`config.mk`:
```
export PLATFORM = sky130hd
export DESIGN_NAME = sram_arbiter
export DESIGN_NICKNAME = d
export VERILOG_FILES = /design/src/rtl/sram_arbiter.sv
export SDC_FILE = /design/constraint.sdc
export NUM_CORES = 1
export LEC_CHECK = 0
export BUFFER_PORTS_ARGS = -buffer_cell sky130_fd_sc_hd__buf_2
export CORE_AREA = 2 2 116 118
export CTS_BUF_LIST = sky130_fd_sc_hd__clkbuf_2
export DETAILED_ROUTE_END_ITERATION = 10
export DIE_AREA = 0 0 118 120
export PLACE_DENSITY = 0.93
export SETUP_SLACK_MARGIN = 0.02
export SLEW_MARGIN = 15
export SYNTH_ARGS = -nofsm -noshare
export SYNTH_HDL_FRONTEND = slang
export SYNTH_SLANG_ARGS = --single-unit
```
`constraint.sdc`:
```
create_clock -name clk -period 2.06 [get_ports clk]
set_clock_uncertainty 0.15 [all_clocks]
set_input_delay 0.103 -clock clk [delete_from_list [all_inputs] [get_ports clk]]
set_output_delay 0.103 -clock clk [all_outputs]
set_load 0.005 [all_outputs]
```
`src/rtl/sram_arbiter.sv`:
```
// sram_arbiter: two-port arbiter in front of a single-word SRAM controller.
// Port 0 (MEM stage) and port 1 (secondary master) share one registered
// read/write transaction port. Each transaction runs IDLE -> BUSY -> DONE.
// Optional build macro SRAM_ARB_FIXED_PRIO_EN: ties always go to port 0
// (port 1 may starve); otherwise ties alternate round-robin.
module sram_arbiter #(
  parameter int TIMEOUT = 15
) (
  input  logic        clk,
  input  logic        rst,
  input  logic        p0_wr_en,
  input  logic        p0_rd_en,
  input  logic [31:0] p0_address,
  input  logic [31:0] p0_write_data,
  output logic [31:0] p0_read_data,
  output logic        p0_ready,
  input  logic        p1_wr_en,
  input  logic        p1_rd_en,
  input  logic [31:0] p1_address,
  input  logic [31:0] p1_write_data,
  output logic [31:0] p1_read_data,
  output logic        p1_ready,
  output logic        mem_write_en,
  output logic        mem_read_en,
  output logic [31:0] mem_address,
  output logic [31:0] mem_write_data,
  input  logic [31:0] mem_read_data,
  input  logic        mem_ready,
  output logic [1:0]  grant,
  output logic        timeout_err
);

  typedef enum logic [1:0] {IDLE, BUSY, DONE} state_e;

  // Last BUSY cycle index before the transaction is abandoned.
  localparam logic [7:0] TMO_LAST = 8'(TIMEOUT - 1);

  state_e      state_q, state_d;
  logic        mem_wr_q, mem_wr_d;
  logic        mem_rd_q, mem_rd_d;
  logic [31:0] mem_addr_q, mem_addr_d;
  logic [31:0] mem_wdata_q, mem_wdata_d;
  logic [1:0]  grant_q, grant_d;
  logic [31:0] p0_rdata_q, p0_rdata_d;
  logic [31:0] p1_rdata_q, p1_rdata_d;
  logic        tmo_err_q, tmo_err_d;
  logic [7:0]  cnt_q, cnt_d;
`ifndef SRAM_ARB_FIXED_PRIO_EN
  logic        rr_last_q, rr_last_d;
`endif

  logic req0, req1, pick1;

  assign req0 = p0_wr_en | p0_rd_en;
  assign req1 = p1_wr_en | p1_rd_en;

  // Winner selection: a lone requester wins; ties depend on the build option.
`ifdef SRAM_ARB_FIXED_PRIO_EN
  assign pick1 = req1 & ~req0;
`else
  assign pick1 = req1 & (~req0 | ~rr_last_q);
`endif

  // Next-state and datapath capture for the transaction sequencer.
  always_comb begin
    state_d     = state_q;
    mem_wr_d    = mem_wr_q;
    mem_rd_d    = mem_rd_q;
    mem_addr_d  = mem_addr_q;
    mem_wdata_d = mem_wdata_q;
    grant_d     = grant_q;
    p0_rdata_d  = p0_rdata_q;
    p1_rdata_d  = p1_rdata_q;
    tmo_err_d   = tmo_err_q;
    cnt_d       = cnt_q;
`ifndef SRAM_ARB_FIXED_PRIO_EN
    rr_last_d   = rr_last_q;
`endif
    unique case (state_q)
      IDLE: begin
        if (req0 | req1) begin
          if (pick1) begin
            mem_wr_d    = p1_wr_en;
            mem_rd_d    = ~p1_wr_en;
            mem_addr_d  = p1_address;
            mem_wdata_d = p1_write_data;
            grant_d     = 2'b10;
          end else begin
            mem_wr_d    = p0_wr_en;
            mem_rd_d    = ~p0_wr_en;
            mem_addr_d  = p0_address;
            mem_wdata_d = p0_write_data;
            grant_d     = 2'b01;
          end
`ifndef SRAM_ARB_FIXED_PRIO_EN
          rr_last_d = pick1;
`endif
          cnt_d   = 8'd0;
          state_d = BUSY;
        end
      end
      BUSY: begin
        if (mem_ready) begin
          if (mem_rd_q) begin
            if (grant_q[1]) p1_rdata_d = mem_read_data;
            else            p0_rdata_d = mem_read_data;
          end
          mem_wr_d = 1'b0;
          mem_rd_d = 1'b0;
          state_d  = DONE;
        end else if (cnt_q == TMO_LAST) begin
          tmo_err_d = 1'b1;
          mem_wr_d  = 1'b0;
          mem_rd_d  = 1'b0;
          state_d   = DONE;
        end else begin
          cnt_d = cnt_q + 8'd1;
        end
      end
      DONE: begin
        // Enables are already low here, so the controller sees one idle cycle.
        grant_d = 2'b00;
        state_d = IDLE;
      end
      default: state_d = IDLE;
    endcase
  end

  // State and output registers with synchronous reset.
  always_ff @(posedge clk) begin
    if (rst) begin
      state_q     <= IDLE;
      mem_wr_q    <= 1'b0;
      mem_rd_q    <= 1'b0;
      mem_addr_q  <= 32'd0;
      mem_wdata_q <= 32'd0;
      grant_q     <= 2'b00;
      p0_rdata_q  <= 32'd0;
      p1_rdata_q  <= 32'd0;
      tmo_err_q   <= 1'b0;
      cnt_q       <= 8'd0;
`ifndef SRAM_ARB_FIXED_PRIO_EN
      rr_last_q   <= 1'b1;
`endif
    end else begin
      state_q     <= state_d;
      mem_wr_q    <= mem_wr_d;
      mem_rd_q    <= mem_rd_d;
      mem_addr_q  <= mem_addr_d;
      mem_wdata_q <= mem_wdata_d;
      grant_q     <= grant_d;
      p0_rdata_q  <= p0_rdata_d;
      p1_rdata_q  <= p1_rdata_d;
      tmo_err_q   <= tmo_err_d;
      cnt_q       <= cnt_d;
`ifndef SRAM_ARB_FIXED_PRIO_EN
      rr_last_q   <= rr_last_d;
`endif
    end
  end

  assign mem_write_en   = mem_wr_q;
  assign mem_read_en    = mem_rd_q;
  assign mem_address    = mem_addr_q;
  assign mem_write_data = mem_wdata_q;
  assign grant          = grant_q;
  assign timeout_err    = tmo_err_q;
  assign p0_read_data   = p0_rdata_q;
  assign p1_read_data   = p1_rdata_q;

  // A requesting port is frozen until its own DONE cycle.
  assign p0_ready = ~req0 | ((state_q == DONE) & grant_q[0]);
  assign p1_ready = ~req1 | ((state_q == DONE) & grant_q[1]);

endmodule

```
==> results.json <==
{
  "seqCellArea_um2": 2890,
  "dr.pass1.iters": 8,
  "clk_pin_slew_ps": 260,
  "gp_congestion": 0.830,
  "status": "completed",
  "area_growth_pct": 65.4,
  "insertion_delay_ps": 740,
  "internal_power_mw": 4.39,
  "pwr-share-clk": 0.255,
  "min_path_type": "primary input to flip-flop",
  "root_buffer": "clkbuf_2",
  "ant_nets": 0,
  "initial_core_util": 0.469,
  "rsz0062_at_grt": "true",
  "synth_seq_cells": 144,
  "grt_max_degree": 54,
  "fin_crit_sh": 1.00,
  "fmax_ghz": 0.486,
  "layout-drive-gt1-share": 0.345,
  "worstPathArrival_ps": 2600,
  "ys_seq_area_frac": 0.473,
  "r2r_cells": 5,
  "synth_area_per_cell_um2": 9.15,
  "end_kind": "flip-flop",
  "grt_pass1_wl_mm": 42.7,
  "wl_mm": 28.8,
  "cts_sinks": 144,
  "grt_pass1_vias": 8103,
  "power_density_nw_per_um2": 648,
  "fp.dieH_um": 120,
  "period_minus_slack_ps": 2060,
  "vdd_drop_max_v": 0.000509,
  "wl_per_cell_um": 21.3,
  "vias": 7876,
  "min_path_cells": 4,
  "dieArea_um2": 14200,
  "die-width_um": 118,
  "final_common_cell": "buf_2",
  "report.final.slew_viol_count": 0,
  "dp_hpwl_mm": 13.5,
  "multi_input_area_um2": 2910,
  "synth_cell_types": 48,
  "worst-setup-path-type": "primary input to flip-flop",
  "netSwitchingPower_mw": 2.15,
  "tightest_slew_ps": 546,
  "final_cell_mix": "buf_2, dlygate4sd3_1, dfxtp_1",
  "power_frac_seq": 0.478,
  "cts_tree": "yes",
  "p_sw_frac": 0.329,
  "post-route-drc-count": 0,
  "post-route-util": 0.776,
  "worstSetupStartpointType": "primary input",
  "antenna_found_initial": 4,
  "crit_fanout": 30,
  "hold-worst-slack_ps": 74.9,
  "slew_headroom": 0.636,
  "pin_count": 302,
  "port_buffers": 301,
  "nFillCells": 684,
  "synth_area_um2": 6090,
  "htreeDepth": 4,
  "synthCells": 666,
  "drv_cap": 0,
  "cts.path.max_buffers": 2,
  "fp.coreArea_um2": 13000,
  "synth_warnings": 0,
  "leakage_nw": 4.68,
  "drtIter0Drc": 976,
  "rows": 42,
  "syn-num-nets": 835,
  "overflow": 0,
  "cts-buffers-inserted": 17,
  "vias_per_cell": 5.82,
  "combPwrFrac": 0.266,
  "finalSetupViolCount": 0,
  "final_nets": 1327,
  "hold_viol_final": 0,
  "fin_tns_setup_ps": 0,
  "cp.required_ps": 2600,
  "gr-usage-all-layers": 0.391
}
## critical path, cell delays in order
cell and delay (ps):
dlygate4sd3_1 530, buf_2 200, nor4_4 70, dlygate4sd3_1 640, nor2_4 290, buf_12 250, nor2_1 120, a211oi_2 370
## registers in the layout (all words and copies together), names as in the netlist
| register | flops |
|---|---|
| cnt_q | 8 |
| grant | 2 |
| mem_address | 32 |
| mem_read_en | 1 |
| mem_write_data | 32 |
| mem_write_en | 1 |
| p0_read_data | 32 |
| p1_read_data | 32 |
| rr_last_q | 1 |
| state_q | 2 |
| timeout_err | 1 |
## Yosys cell counts (all sizes together)
master     n  area [um^2]
a211oi    66          676
a21boi     1         7.51
a21o       1         7.51
a21oi     71          355
a31o       1         8.76
and2       1         6.26
and3       2         12.5
and4       1         8.76
and4b      1         10.0
buf       32          228
clkbuf    22         82.6
dfxtp    144         2880
ha         2         25.0
inv        4         15.0
mux2       1         11.3
mux2i     64          641
nand2    134          503
nand2b     1         6.26
nand3      7         35.0
nand3b     3         22.5
nand4      2         12.5
nand4b     1         8.76
nand4bb    1         11.3
nor2      69          262
nor2b      4         25.0
nor3       4         30.0
nor3b      1         7.51
nor4       3         33.8
o21a       2         15.0
o21ai      7         38.8
o22ai      1         6.26
o2bb2ai    1         8.76
o32ai      1         8.76
or2        4         25.0
or3b       1         11.3
or4        1         7.51
xnor2      3         26.3
xor2       1         8.76
## routing by layer
metal / up-vias / share of wire / GRT usage
li1: 3287 / - / -
met1: 3547 / 0.32 / 0.380
met2: 766 / 0.47 / 0.666
met3: 276 / 0.11 / 0.144
met4: 0 / 0.096 / 0.321
met5: - / 0 / 0
## cells by family after synthesis
| logic type | count (synthesis) | share of synthesized area |
|---|---|---|
| and+or+nand+nor | 241 | 0.171 |
| AOI/OAI and AO/OA | 152 | 0.186 |
| DFF | 144 | 0.473 |
| muxes | 65 | 0.107 |
| buffers and inverters | 58 | 0.0534 |
| xor gates and xnor gates | 4 | 0.00575 |
| adders and majority gates | 2 | 0.00411 |
## power by group through the flow
stage,combinational [mW],sequential (mW),clock (mW)
2_1_floorplan,0.701,3.14,0
3_3_place_gp,1.19,3.13,0
3_5_place_dp,1.23,3.13,0
4_1_cts,1.54,3.08,1.63
5_1_grt,1.83,3.13,1.78
6_report,1.74,3.12,1.67
## path summary, 6_finish.rpt
| kind | from | end | slack [ps] |
|---|---|---|---|
| setup / recovery | p1_wr_en | mem_address[11]$_SDFFE_PP0P_ | 0.3 |
| hold / removal | p0_write_data[4] | mem_write_data[4]$_SDFFE_PP0P_ | 70 |
| setup reg to reg | rr_last_q$_SDFFE_PP1P_ | mem_write_data[10]$_SDFFE_PP0P_ | 0.3 |
| hold reg to reg | p0_read_data[0]$_SDFFE_PP0P_ | p0_read_data[0]$_SDFFE_PP0P_ | 320 |
## repair_timing
action,in CTS,in global routing
resized for setup,0,6
hold endpoints to repair,144,0
setup buffers,0,8
hold buffers,200,0
endpoints found under the setup margin,0,6
## area by class of cell
cell class	instances	area share
multi-input cells	464	0.288
clock inverters	15	0.0142
well taps	176	0.0219
diodes	6	0.00149
inverters	4	0.00149
repair buffers	527	0.378
clock buffers	17	0.00844
flip-flops and latches	144	0.286
## per-stage QoR
stage / setup WS (ps) / cells / instance area [um^2] / total power, mW
after floorplan: 513 / 666 / 6090 / 3.85
after global placement: 355 / 1107 / 7760 / 4.32
after detailed placement: 274 / 1107 / 7760 / 4.37
after CTS: 80.9 / 1339 / 9990 / 6.25
after global routing: -61.9 / 1351 / 10100 / 6.74
final: 0.269 / 1353 / 10100 / 6.53
Note: power is estimated with default switching activity, not from simulation.
